`src/rtl/hazard_stall_ctrl.sv`:
```
// Pipeline interlock/flush controller: load-use stalls, PC-redirect flushes and memory-busy freezes.
// Optional stall-cycle performance counter enabled by defining HAZARD_PERF_CNT_EN.
module hazard_stall_ctrl #(
   parameter int LOAD_STALLS      = 1,
   parameter int REDIRECT_BUBBLES = 1
) (
   input  logic        clk,
   input  logic        reset,
   input  logic [3:0]  ifidOP1,
   input  logic [3:0]  ifidOP2,
   input  logic        ifidUsesOP2,
   input  logic [3:0]  idexOP1,
   input  logic        idexMemRead,
   input  logic [2:0]  idexregWrite,
   input  logic        branchTaken,
   input  logic        memBusy,
   output logic        pcWrite,
   output logic        ifidWrite,
   output logic        idexWrite,
   output logic        exmemWrite,
   output logic        ifidFlush,
   output logic        idexFlush,
   output logic [1:0]  state,
   output logic [15:0] stallCycles
);

   typedef enum logic [1:0] {
      RUN      = 2'b00,
      LDSTALL  = 2'b01,
      MEMWAIT  = 2'b10,
      REDIRECT = 2'b11
   } state_t;

   localparam logic [2:0] LS_M1 = 3'(LOAD_STALLS - 1);
   localparam logic [2:0] RB_M1 = 3'(REDIRECT_BUBBLES - 1);

   state_t     state_q, state_d;
   logic [2:0] cnt_q, cnt_d;
   logic       redirect, load_use;
   logic       unused_regwrite_class;

   // Only the special/PC-write class bit matters for redirect detection.
   assign unused_regwrite_class = ^idexregWrite[1:0];

   assign redirect = branchTaken | (idexregWrite[2] & (idexOP1 == 4'hF));
   assign load_use = idexMemRead & (idexOP1 != 4'h0) &
                     ((idexOP1 == ifidOP1) | (ifidUsesOP2 & (idexOP1 == ifidOP2)));

   always_comb begin
      pcWrite    = 1'b1;
      ifidWrite  = 1'b1;
      idexWrite  = 1'b1;
      exmemWrite = 1'b1;
      ifidFlush  = 1'b0;
      idexFlush  = 1'b0;
      state_d    = state_q;
      cnt_d      = cnt_q;
      if (reset) begin
         pcWrite    = 1'b0;
         ifidWrite  = 1'b0;
         idexWrite  = 1'b0;
         exmemWrite = 1'b0;
         ifidFlush  = 1'b1;
         idexFlush  = 1'b1;
         state_d    = RUN;
         cnt_d      = 3'd0;
      end else if (memBusy) begin
         // Freeze; an in-flight stall/redirect sequence holds its position.
         pcWrite    = 1'b0;
         ifidWrite  = 1'b0;
         idexWrite  = 1'b0;
         exmemWrite = 1'b0;
         if (state_q == RUN || state_q == MEMWAIT) state_d = MEMWAIT;
      end else if (redirect) begin
         ifidFlush = 1'b1;
         idexFlush = 1'b1;
         if (REDIRECT_BUBBLES > 1) begin
            state_d = REDIRECT;
            cnt_d   = RB_M1;
         end else begin
            state_d = RUN;
            cnt_d   = 3'd0;
         end
      end else if (state_q == LDSTALL) begin
         pcWrite   = 1'b0;
         ifidWrite = 1'b0;
         idexFlush = 1'b1;
         cnt_d     = cnt_q - 3'd1;
         if (cnt_q == 3'd1) state_d = RUN;
      end else if (state_q == REDIRECT) begin
         ifidFlush = 1'b1;
         cnt_d     = cnt_q - 3'd1;
         if (cnt_q == 3'd1) state_d = RUN;
      end else if (load_use) begin
         pcWrite   = 1'b0;
         ifidWrite = 1'b0;
         idexFlush = 1'b1;
         if (LOAD_STALLS > 1) begin
            state_d = LDSTALL;
            cnt_d   = LS_M1;
         end else begin
            state_d = RUN;
            cnt_d   = 3'd0;
         end
      end else begin
         state_d = RUN;
      end
   end

   always_ff @(posedge clk) begin
      state_q <= state_d;
      cnt_q   <= cnt_d;
   end

   assign state = state_q;

`ifdef HAZARD_PERF_CNT_EN
   logic [15:0] perf_q;

   always_ff @(posedge clk) begin
      if (reset)
         perf_q <= 16'h0000;
      else if (!pcWrite && perf_q != 16'hFFFF)
         perf_q <= perf_q + 16'h0001;
   end

   assign stallCycles = perf_q;
`else
   assign stallCycles = 16'h0000;
`endif

endmodule

```
`config.mk`:
```
export PLATFORM = sky130hd
export DESIGN_NAME = hazard_stall_ctrl
export DESIGN_NICKNAME = d
export VERILOG_FILES = /design/src/rtl/hazard_stall_ctrl.sv
export SDC_FILE = /design/constraint.sdc
export NUM_CORES = 1
export LEC_CHECK = 0
export BUFFER_PORTS_ARGS = -buffer_cell sky130_fd_sc_hd__buf_2
export CAP_MARGIN = 10
export CORE_UTILIZATION = 35
export CTS_BUF_LIST = sky130_fd_sc_hd__clkbuf_16
export CTS_CLUSTER_DIAMETER = 60
export DETAILED_ROUTE_END_ITERATION = 16
export PLACE_DENSITY = 0.74
export SLEW_MARGIN = 25
export SYNTH_ARGS = -nofsm -noshare
export SYNTH_HDL_FRONTEND = slang
export SYNTH_SLANG_ARGS = --single-unit
export TNS_END_PERCENT = 100
```
`constraint.sdc`:
```
create_clock -name clk -period 1.2 [get_ports clk]
set_clock_uncertainty 0.2 [all_clocks]
set_input_delay 0 -clock clk [delete_from_list [all_inputs] [get_ports clk]]
set_output_delay 0 -clock clk [all_outputs]
set_load 0.02 [all_outputs]
```
==> results of run 1 <==
## registers in the layout, summed over array words and instances, names as in the netlist
name,flops
cnt_q,3
state,2
## cell type report
type                       count  area [sq um]
tap                           16          20.0
multi-input combinational     57           507
clock buffer                   3          75.1
fill                         111           488
inverter                       4          17.5
clock inverter                 1          3.75
timing repair buffer          45           340
sequential                     5           108
## per-stage QoR
stage	worst slack [ps]	instance area (sq um)	hold WS, ps	TNS, ps
after floorplan	-119	682	-135	-474
after global placement	-284	768	63.2	-1630
after detailed placement	-297	768	71.0	-1770
after CTS	-191	925	-171	-570
after global routing	-249	1070	14.7	-812
final	-222	1070	-6.86	-658
## critical path, stage by stage
cell and delay [ps]:
sky130_fd_sc_hd__buf_6 100, sky130_fd_sc_hd__xor2_2 170, sky130_fd_sc_hd__nor4_2 310, sky130_fd_sc_hd__a31oi_2 80, sky130_fd_sc_hd__o31ai_2 280, sky130_fd_sc_hd__a21o_1 180
sky130_fd_sc_hd__buf_6 120
## final timing paths
check                           to  cells after the start
min reg2reg  cnt_q[0]$_SDFFE_PP0P_                      2
max                      idexFlush                      7
max reg2reg  cnt_q[0]$_SDFFE_PP0P_                      4
min          state[0]$_SDFFE_PP0P_                      3
## Yosys cell counts, drive strengths merged
library cell   n  area (sq um)
buf           19           140
xor2           7          61.3
dfxtp          5           100
inv            4          15.0
nor2           4          15.0
a31oi          3          40.0
a211oi         2          25.0
a21boi         2          18.8
a21oi          2          10.0
and3           2          17.5
ha             2          25.0
nand2b         2          12.5
o21ai          2          10.0
o31ai          2          20.0
a21o           1          7.51
a31o           1          8.76
and2           1          6.26
conb           1          3.75
nand3          1          5.00
nand4          1          6.26
nor3           1          5.00
nor3b          1          7.51
nor4           1          12.5
o21bai         1          7.51
o41ai          1          16.3
xnor2          1          8.76
## cells in the final DEF, fill, tap and decap left out, types with 3 or more instances in the layout
master and count:
sky130_fd_sc_hd__buf_2 17, sky130_fd_sc_hd__buf_6 10, sky130_fd_sc_hd__xor2_1 6, sky130_fd_sc_hd__nor2_1 3
sky130_fd_sc_hd__buf_4 15, sky130_fd_sc_hd__clkbuf_16 3, sky130_fd_sc_hd__dlygate4sd3_1 3, sky130_fd_sc_hd__conb_1 16
sky130_fd_sc_hd__dfxtp_2 3
## metal layers
metal / vias to the layer above / global-route usage [%] / wire length, um
met5: - / 0 / 0
met3: 6 / 8.75 / 104
met1: 305 / 17.3 / 632
met4: 0 / 3.75 / 52
met2: 27 / 31.6 / 1030
li1: 303 / - / -
## report_power, final
part	leakage [nW]	internal, W	switching (W)	total [W]
logic	0.411	0.000134	0.000163	0.000297
clock network	0.0423	0.000431	0.000103	0.000534
registers	0.0427	0.000167	0.00000141	0.000169
total	0.496	0.000733	0.000268	0.00100
## repair_timing
action / CTS / global route
buffers inserted: 2 / 5
resized for setup: 17 / 23
pin swaps: 10 / 10
setup endpoints to repair: 7 / 9
hold endpoints to repair: 5 / 4
## logic make-up (layout without fill, tap and decap cells)
kind of cell             Yosys count  after routing  synth area share [%]
XOR/XNOR                           8              8                  11.6
AO/OA/AOI/OAI                     17             17                  27.1
flip-flops                         5              5                  16.5
buffers and inverters             23             53                  25.6
other                              1             16                 0.619
AND/OR/NAND/NOR                   14             14                  14.5
adder cells (fa/ha/maj)            2              2                  4.13
==> insert_results.sql, run 1 <==
INSERT INTO impl_metrics (metric_group, metric, value, unit) VALUES
('routing', 'num_vias', '641', ''),
('power_and_ir_drop', 'leakagePower', '0.496', 'nW'),
('placement', 'gp_congestion', '0.789', ''),
('grt', 'grtUsageTotal', '17.3', '%'),
('worst_setup_path', 'cp_data_required_time', '1000', 'ps'),
('routing', 'ant_nets', '0', ''),
('routing', 'route.detailed.wl_per_inst', '13.9', 'um'),
('worst_setup_path', 'r2r_slack', '-10', 'ps'),
('finish', 'antenna_cells_inserted', '0', ''),
('finish', 'nNetsFinal', '139', ''),
('worst_setup_path', 'critPathLaunchType', 'input port', ''),
('sta', 'max_freq', '703', 'MHz'),
('floorplan', 'fp.dieArea', '0.00190', 'sq mm'),
('placement', 'post-place-cells', '119', ''),
('synth', 'ys_warn_count', '0', ''),
('sta', 'timing.final.setup_violations', '6', ''),
('power_and_ir_drop', 'power_per_cell_area', '934', 'mW/mm^2'),
('finish', 'final_util', '68.7', '%'),
('synth', 'yosysUniqueCellTypes', '32', ''),
('worst_setup_path', 'worstSetupPathType', 'input port to output port', ''),
('finish', 'drive_above_1_share', '63.5', '%'),
('grt', 'grt_max_degree', '8', ''),
('synth', 'post_synthesis_mean_instance_area', '8.65', 'sq um'),
('run_status', 'violated_checks', 'DRC, hold timing, setup timing', ''),
('routing', 'route.detailed.drc', '6', ''),
('clock_tree', 'cts-buffers-inserted', '3', ''),
('sta', 'layout_min_cycle_time', '1420', 'ps'),
('sta', 'maxSlewViolCount', '0', ''),
('routing', 'vias_per_cell', '4.89', ''),
('clock_tree', 'cts.root.buffer_cell', 'sky130_fd_sc_hd__clkbuf_16', ''),
('clock_tree', 'worst_setup_hold_path_clk_slew', '30', 'ps'),
('worst_setup_path', 'cp_data_arrival_time', '1220', 'ps'),
('clock_tree', 'clock-sinks', '5', ''),
('synth', 'synthesis.area', '606', 'sq um'),
('sta', 'hold_violations', '1', ''),
('worst_setup_path', 'timing.rr.start', 'state[0]$_SDFFE_PP0P_', ''),
('floorplan', 'count_of_standard_cell_rows', '14', ''),
('power_and_ir_drop', 'fin_total_pwr', '0.00100', 'W'),
('grt', 'grt_overflow', '0', ''),
('floorplan', 'design.core.area', '0.00156', 'sq mm'),
('floorplan', 'ioPinCount', '45', ''),
('sta', 'final_min_period_over_clock_period', '118', '%'),
('finish', 'fin_cells', '131', ''),
('power_and_ir_drop', 'vdd_drop_max', '1180', 'uV'),
('synth', 'postSynthRegisterBits', '5', ''),
('floorplan', 'die-height', '43.6', 'um'),
('sta', 'post-route-worst-setup-slack', '-222', 'ps'),
('run_status', 'outcome', 'finished with violations', ''),
('finish', 'flow.area_growth_from_synthesis', '76.9', '%'),
('floorplan', 'die_width', '43.6', 'um'),
('grt', 'antenna_found_initial', '0', ''),
('routing', 'drt_iter0_drc', '9', ''),
('worst_hold_path', 'hp-class', 'input port to flip-flop', ''),
('routing', 'drt_wl_total', '1820', 'um'),
('sta', 'holdWs', '-6.86', 'ps'),
('clock_tree', 'cts_max_path_buffers', '2', ''),
('clock_tree', 'cts.htree.levels', '1', ''),
('clock_tree', 'clock_latency_reported_for_the_late_side_of_the_worst_skew_pair', '220', 'ps'),
('synth', 'post_synth_inst_count', '70', ''),
('placement', 'dp_hpwl', '1090', 'um'),
('job', 'timing.max_cap.violations', '0', ''),
('worst_hold_path', 'min-delay-start', 'memBusy', ''),
('floorplan', 'effective_utilization_at_floorplan', '38.8', '%'),
('routing', 'drtPass1Iterations', '10', ''),
('placement', 'port-buffer-count', '26', ''),
('clock_tree', 'cts_tree', 'built', ''),
('sta', 'setup_repair_after_global_routing_missed_its_margin', 'yes', ''),
('worst_setup_path', 'critPathMaxFanout', '2', ''),
('synth', 'synth.yosys.seq_area_share', '16.5', '%'),
('worst_setup_path', 'startpoint', 'ifidOP1[2]', ''),
('grt', 'grt_first_pass_wirelength', '2300', 'um'),
('grt', 'grt_pass1_vias', '536', ''),
('worst_setup_path', 'end_kind', 'output port', '');
(Power assumes the default switching activity.)
==> run 2: changes to the inputs <==
--- a/config.mk
+++ b/config.mk
@@ -5,7 +5,7 @@
 export SDC_FILE = /design/constraint.sdc
 export NUM_CORES = 1
 export LEC_CHECK = 0
-export BUFFER_PORTS_ARGS = -buffer_cell sky130_fd_sc_hd__buf_2
+export BUFFER_PORTS_ARGS = -buffer_cell sky130_fd_sc_hd__buf_4
 export CAP_MARGIN = 10
 export CORE_UTILIZATION = 35
 export CTS_BUF_LIST = sky130_fd_sc_hd__clkbuf_16
==> run 2 against run 1 <==
Compared with the run above: the flow still finishes with violations (DRC, hold timing, setup timing); first-iteration DRC count is the same; cell area grew 1.3%; critical path depth shrank 1; non-clock buffer count shrank 3; final cell count shrank 2.3%; die area is the same; flip-flop and latch count is the same; clock-buffer cell count is the same; critical path type unchanged.
==> insert_results.sql, run 2 (synthesis results as in run 1) <==
INSERT INTO impl_metrics (metric_group, metric, value, unit) VALUES
('placement', 'port-buffer-count', '26', ''),
('routing', 'vias_per_cell', '4.70', ''),
('clock_tree', 'cts.htree.levels', '1', ''),
('routing', 'drtPass1Iterations', '10', ''),
('grt', 'grtUsageTotal', '16.5', '%'),
('floorplan', 'die_width', '43.6', 'um'),
('floorplan', 'effective_utilization_at_floorplan', '38.8', '%'),
('finish', 'mostFrequentLayoutCell', 'sky130_fd_sc_hd__buf_4', ''),
('routing', 'drt_iter0_drc', '9', ''),
('power_and_ir_drop', 'sw_share', '26.3', '%'),
('worst_setup_path', 'critPathSlowestCell', 'sky130_fd_sc_hd__o41ai_2', ''),
('power_and_ir_drop', 'fin_total_pwr', '0.000991', 'W'),
('sta', 'maxSlewViolCount', '0', ''),
('worst_setup_path', 'timing.rr.start', 'state[0]$_SDFFE_PP0P_', ''),
('sta', 'setup_repair_after_global_routing_missed_its_margin', 'yes', ''),
('worst_setup_path', 'r2r_slack', '-20', 'ps'),
('finish', 'antenna_cells_inserted', '0', ''),
('worst_setup_path', 'r2r_cells', '4', ''),
('sta', 'timing.final.setup_violations', '7', ''),
('worst_setup_path', 'critPathLaunchType', 'input port', ''),
('routing', 'route.detailed.wl_per_inst', '13.0', 'um'),
('routing', 'drt_wl_total', '1660', 'um'),
('finish', 'layout.filler_cells', '103', ''),
('job', 'timing.max_cap.violations', '0', ''),
('floorplan', 'count_of_standard_cell_rows', '14', ''),
('worst_hold_path', 'worst_hold_path.endpoint', 'cnt_q[0]$_SDFFE_PP0P_', ''),
('worst_setup_path', 'cp_data_required_time', '1000', 'ps'),
('floorplan', 'design.core.area', '0.00156', 'sq mm'),
('power_and_ir_drop', 'vdd_drop_max', '1410', 'uV'),
('clock_tree', 'cts_tree', 'built', ''),
('grt', 'grt_max_degree', '8', ''),
('finish', 'final_cell_mix', 'sky130_fd_sc_hd__buf_4, sky130_fd_sc_hd__conb_1, sky130_fd_sc_hd__xor2_1, sky130_fd_sc_hd__buf_6', ''),
('power_and_ir_drop', 'p_int', '0.000730', 'W'),
('worst_setup_path', 'worstSetupPathType', 'input port to output port', ''),
('worst_hold_path', 'hp-class', 'input port to flip-flop', ''),
('run_status', 'outcome', 'finished with violations', ''),
('clock_tree', 'clock_latency_reported_for_the_late_side_of_the_worst_skew_pair', '220', 'ps'),
('grt', 'grt_pass1_vias', '552', ''),
('worst_hold_path', 'cells_on_worst_hold_path', '2', ''),
('placement', 'post-place-cells', '119', ''),
('finish', 'drive_above_1_share', '65.2', '%'),
('floorplan', 'die-height', '43.6', 'um'),
('clock_tree', 'cts-buffers-inserted', '3', ''),
('sta', 'final_min_period_over_clock_period', '118', '%'),
('worst_setup_path', 'timing.critical_path.cells', 'buf_4 > o41ai_2 > buf_4 > o31ai_2 > a21o_1 > buf_6', ''),
('power_and_ir_drop', 'p_switching', '0.000261', 'W'),
('worst_setup_path', 'critical-path-top-cell-by-count', 'sky130_fd_sc_hd__buf_4', ''),
('worst_setup_path', 'timing.rr.end', 'cnt_q[0]$_SDFFE_PP0P_', ''),
('finish', 'fin_cells', '128', ''),
('clock_tree', 'cts.root.buffer_cell', 'sky130_fd_sc_hd__clkbuf_16', ''),
('grt', 'grt_overflow', '0', ''),
('sta', 'layout_min_cycle_time', '1410', 'ps'),
('run_status', 'violated_checks', 'DRC, hold timing, setup timing', ''),
('finish', 'largest_register', 'cnt_q', ''),
('worst_hold_path', 'min-delay-start', 'reset', ''),
('sta', 'max_freq', '708', 'MHz'),
('power_and_ir_drop', 'power_per_cell_area', '913', 'mW/mm^2'),
('grt', 'antenna_found_initial', '0', ''),
('floorplan', 'ioPinCount', '45', ''),
('sta', 'holdWs', '-203', 'ps'),
('finish', 'largest_register_ffs', '3', ''),
('placement', 'dp_hpwl', '1090', 'um'),
('power_and_ir_drop', 'clkPwrFrac', '53.8', '%'),
('power_and_ir_drop', 'leakagePower', '0.486', 'nW'),
('placement', 'placement.setup.worst_slack', '-270', 'ps'),
('power_and_ir_drop', 'p_comb_share', '29.1', '%'),
('power_and_ir_drop', 'seq_power_share', '17.0', '%'),
('worst_setup_path', 'critPathMaxFanout', '4', ''),
('grt', 'grt_first_pass_wirelength', '2270', 'um'),
('routing', 'route.detailed.drc', '6', ''),
('clock_tree', 'cts_max_path_buffers', '2', ''),
('worst_setup_path', 'cp_data_arrival_time', '1210', 'ps'),
('clock_tree', 'worst_setup_hold_path_clk_slew', '30', 'ps'),
('sta', 'hold_violations', '5', ''),
('clock_tree', 'clock-sinks', '5', ''),
('finish', 'flow.area_growth_from_synthesis', '79.1', '%'),
('routing', 'ant_nets', '0', ''),
('finish', 'nNetsFinal', '136', ''),
('placement', 'gp_congestion', '0.755', ''),
('sta', 'post-route-worst-setup-slack', '-213', 'ps'),
('floorplan', 'fp.dieArea', '0.00190', 'sq mm'),
('worst_setup_path', 'end_kind', 'output port', ''),
('finish', 'final_util', '69.6', '%'),
('worst_setup_path', 'critical_path.max_stage_delay', '510', 'ps'),
('routing', 'num_vias', '602', '');
## run 2: layout make-up
class                           instances  area [sq um]  area share (%)
Clock buffer                            3          75.1            6.92
Clock inverter                          1          3.75           0.346
Inverter                                4          17.5            1.61
Multi-Input combinational cell         57           526            48.4
Sequential cell                         5           106            9.80
Tap cell                               16          20.0            1.85
Timing Repair Buffer                   42           337            31.0
## run 2: worst max path at each step
stage / startpoint / to / slack (ps) / cells past startpoint
2_1_floorplan: state[0]$_SDFFE_PP0P_ / pcWrite / -120 / 5
3_3_place_gp: idexOP1[1] / idexFlush / -250 / 7
3_5_place_dp: idexOP1[1] / idexFlush / -270 / 7
4_1_cts: ifidOP1[2] / idexFlush / -190 / 7
5_1_grt: idexOP1[0] / idexFlush / -290 / 7
6_report: idexOP1[0] / idexFlush / -210 / 6
## run 2: per-layer routing
layer	vias to the layer above	routed length [um]	part of all wire, %	track usage [%]
li1	290	-	-	-
met1	285	603	36	17.2
met2	25	965	58	30.7
met3	2	84	5.1	6.25
met4	0	9	0.54	3.75
met5	-	0	0	0
## run 2: power groups by stage
| stage | registers (W) | logic [W] | clock network (W) |
|---|---|---|---|
| 2_1_floorplan | 0.000173 | 0.000169 | 0 |
| 3_3_place_gp | 0.000171 | 0.000235 | 0 |
| 3_5_place_dp | 0.000171 | 0.000238 | 0 |
| 4_1_cts | 0.000168 | 0.000260 | 0.000543 |
| 5_1_grt | 0.000169 | 0.000307 | 0.000552 |
| 6_report | 0.000169 | 0.000289 | 0.000533 |
## run 2: worst max-delay path: cells and delay by family
family | cells | cell delay (ps)
compound gates | 3 | 750
buf+inv | 3 | 470
## run 2: repair_timing
action / 4_1_cts / 5_1_grt
gates cloned: 0 / 0
gates resized for setup: 11 / 15
pin swaps: 11 / 8
endpoints found under the hold margin: 5 / 5
endpoints found under the setup margin: 8 / 9
setup buffers: 2 / 2
## run 2: stage by stage
stage | cell area, sq um | TNS [ps]
final | 1080 | -725
after global routing | 1080 | -1100
after CTS | 978 | -624
after detailed placement | 833 | -1590
after global placement | 833 | -1490
after floorplan | 682 | -474
==> run 3: changes to the inputs <==
==> constraint.sdc (replaced) <==
create_clock -name clk -period 1.2 [get_ports clk]
set_clock_uncertainty 0.2 [all_clocks]
set_input_delay 0.12 -clock clk [delete_from_list [all_inputs] [get_ports clk]]
set_output_delay 0.12 -clock clk [all_outputs]
set_load 0.02 [all_outputs]
==> run 3 against run 2 <==
Compared with the run above: the flow finishes with violations (DRC, setup timing); final cell count increased by 1.6%; total power increased by 2.4%; combinational power increased by 6.9%; via count increased by 0.17%; critical endpoint unchanged; largest cell class unchanged; highest routed layer unchanged.
==> insert_results.sql, run 3 (synthesis results as in run 1) <==
INSERT INTO impl_metrics (metric_group, metric, value, unit) VALUES
('grt', 'grt_overflow', '0', ''),
('grt', 'antenna_found_initial', '0', ''),
('finish', 'antenna_cells_inserted', '0', ''),
('finish', 'nNetsFinal', '138', ''),
('routing', 'vias_per_cell', '4.64', ''),
('floorplan', 'die-height', '43.6', 'um'),
('worst_hold_path', 'min-delay-start', 'reset', ''),
('floorplan', 'ioPinCount', '45', ''),
('routing', 'drt_wl_total', '1700', 'um'),
('placement', 'port-buffer-count', '26', ''),
('sta', 'hold_violations', '0', ''),
('finish', 'flow.area_growth_from_synthesis', '83.3', '%'),
('worst_setup_path', 'cp_data_arrival_time', '1280', 'ps'),
('finish', 'fin_cells', '130', ''),
('routing', 'drtPass1Iterations', '11', ''),
('placement', 'post-place-cells', '123', ''),
('clock_tree', 'cts_tree', 'built', ''),
('sta', 'timing.final.setup_violations', '7', ''),
('routing', 'ant_nets', '0', ''),
('worst_setup_path', 'timing.critical_path.cells', 'buf_6 > xor2_2 > nor4_2 > a31oi_2 > o31ai_2 > a21o_1 > buf_6', ''),
('worst_setup_path', 'cp_data_required_time', '880', 'ps'),
('worst_setup_path', 'critPathMaxFanout', '2', ''),
('finish', 'largest_register_ffs', '3', ''),
('routing', 'drt_iter0_drc', '5', ''),
('routing', 'route.detailed.drc', '4', ''),
('clock_tree', 'clock_latency_reported_for_the_late_side_of_the_worst_skew_pair', '230', 'ps'),
('power_and_ir_drop', 'leakagePower', '0.509', 'nW'),
('clock_tree', 'cts.root.buffer_cell', 'sky130_fd_sc_hd__clkbuf_16', ''),
('worst_setup_path', 'critical-path-top-cell-by-count', 'sky130_fd_sc_hd__buf_6', ''),
('worst_setup_path', 'startpoint', 'ifidOP1[2]', ''),
('grt', 'grt_max_degree', '8', ''),
('sta', 'setup_repair_after_global_routing_missed_its_margin', 'yes', ''),
('clock_tree', 'cts_max_path_buffers', '2', ''),
('finish', 'final_cell_mix', 'sky130_fd_sc_hd__buf_4, sky130_fd_sc_hd__conb_1, sky130_fd_sc_hd__buf_6, sky130_fd_sc_hd__xor2_1', ''),
('sta', 'maxSlewViolCount', '0', ''),
('sta', 'final_min_period_over_clock_period', '133', '%'),
('sta', 'layout_min_cycle_time', '1600', 'ps'),
('job', 'timing.max_cap.violations', '0', ''),
('worst_setup_path', 'worst_path_dominant_cell_family', 'compound AO/OA/AOI/OAI gates', ''),
('finish', 'mostFrequentLayoutCell', 'sky130_fd_sc_hd__buf_4', ''),
('worst_setup_path', 'end_kind', 'output port', ''),
('finish', 'largest_register', 'cnt_q', ''),
('worst_setup_path', 'critical_path.max_stage_delay', '290', 'ps'),
('power_and_ir_drop', 'power_per_cell_area', '914', 'mW/mm^2'),
('worst_setup_path', 'critPathSlowestCell', 'sky130_fd_sc_hd__nor4_2', ''),
('placement', 'dp_hpwl', '1130', 'um'),
('grt', 'grt_first_pass_wirelength', '2480', 'um'),
('floorplan', 'effective_utilization_at_floorplan', '38.8', '%'),
('finish', 'drive_above_1_share', '61.4', '%'),
('worst_setup_path', 'timing.rr.start', 'state[0]$_SDFFE_PP0P_', ''),
('clock_tree', 'cts-buffers-inserted', '3', ''),
('grt', 'grtUsageTotal', '18.5', '%'),
('sta', 'max_freq', '625', 'MHz'),
('worst_setup_path', 'critical_path_buf_inv_count', '2', ''),
('worst_setup_path', 'worstSetupPathType', 'input port to output port', ''),
('worst_hold_path', 'hp-class', 'input port to flip-flop', ''),
('worst_setup_path', 'critPathLaunchType', 'input port', ''),
('floorplan', 'design.core.area', '0.00156', 'sq mm'),
('grt', 'grt_pass1_vias', '581', ''),
('clock_tree', 'cts.htree.levels', '1', ''),
('floorplan', 'fp.dieArea', '0.00190', 'sq mm'),
('finish', 'final_util', '71.2', '%'),
('power_and_ir_drop', 'vdd_drop_max', '852', 'uV'),
('floorplan', 'die_width', '43.6', 'um'),
('clock_tree', 'clock-sinks', '5', ''),
('run_status', 'outcome', 'finished with violations', ''),
('floorplan', 'count_of_standard_cell_rows', '14', ''),
('routing', 'route.detailed.wl_per_inst', '13.1', 'um'),
('sta', 'post-route-worst-setup-slack', '-401', 'ps'),
('run_status', 'violated_checks', 'DRC, setup timing', ''),
('placement', 'gp_congestion', '0.735', ''),
('routing', 'num_vias', '603', ''),
('clock_tree', 'worst_setup_hold_path_clk_slew', '30', 'ps');
## run 3: final timing paths
kind	slack, ps	cells past startpoint	endpoint
min	30	4	cnt_q[1]$_SDFFE_PP0P_
max reg2reg	-50	4	cnt_q[2]$_SDFFE_PP0P_
min reg2reg	380	2	cnt_q[2]$_SDFFE_PP0P_
max	-400	7	idexFlush
## run 3: timing repair
action                     in CTS  in global routing
setup endpoints to repair       8                  9
pin swaps                      11                  5
hold buffers                    1                  0
gates resized for setup        19                  8
hold endpoints to repair        3                  0
setup buffers                   3                  0
## run 3: worst register-to-register path, cell delays in order (launching register included)
cell                       delay (ps)
sky130_fd_sc_hd__dfxtp_4          360
sky130_fd_sc_hd__buf_4            150
sky130_fd_sc_hd__and3_1           190
sky130_fd_sc_hd__a21oi_1           90
sky130_fd_sc_hd__a211oi_2         180
## run 3: area by class of cell
type / count / area, sq um
Multi-Input combinational cell: 57 / 519
Fill cell: 106 / 449
Timing Repair Buffer: 44 / 372
Sequential cell: 5 / 105
Clock buffer: 3 / 75.1
Tap cell: 16 / 20.0
Inverter: 4 / 15.0
Clock inverter: 1 / 3.75
## run 3: where the power goes
group	switching, W	total (W)	internal (W)	leakage (nW)
registers	0.000000780	0.000168	0.000167	0.0418
logic	0.000161	0.000309	0.000148	0.425
clock network	0.000106	0.000537	0.000431	0.0423
## run 3: stage by stage
step | setup WS [ps] | TNS [ps] | area (sq um) | hold slack, ps | power, W
2_1_floorplan | -351 | -1120 | 681 | -15.4 | 0.000342
3_3_place_gp | -491 | -3270 | 862 | 141 | 0.000416
4_1_cts | -407 | -1650 | 1050 | 28.7 | 0.00100
6_report | -401 | -1560 | 1110 | 34.5 | 0.00101
3_5_place_dp | -484 | -3260 | 862 | 141 | 0.000420
5_1_grt | -489 | -2050 | 1110 | 66.1 | 0.00105
## run 3: per-layer routing
metal / vias up / track usage (%) / part of all wire [%]
met5: - / 0 / 0
met1: 276 / 17.0 / 36
li1: 297 / - / -
met2: 26 / 35.5 / 57
met4: 0 / 8.13 / 2.1
met3: 4 / 6.67 / 5.5
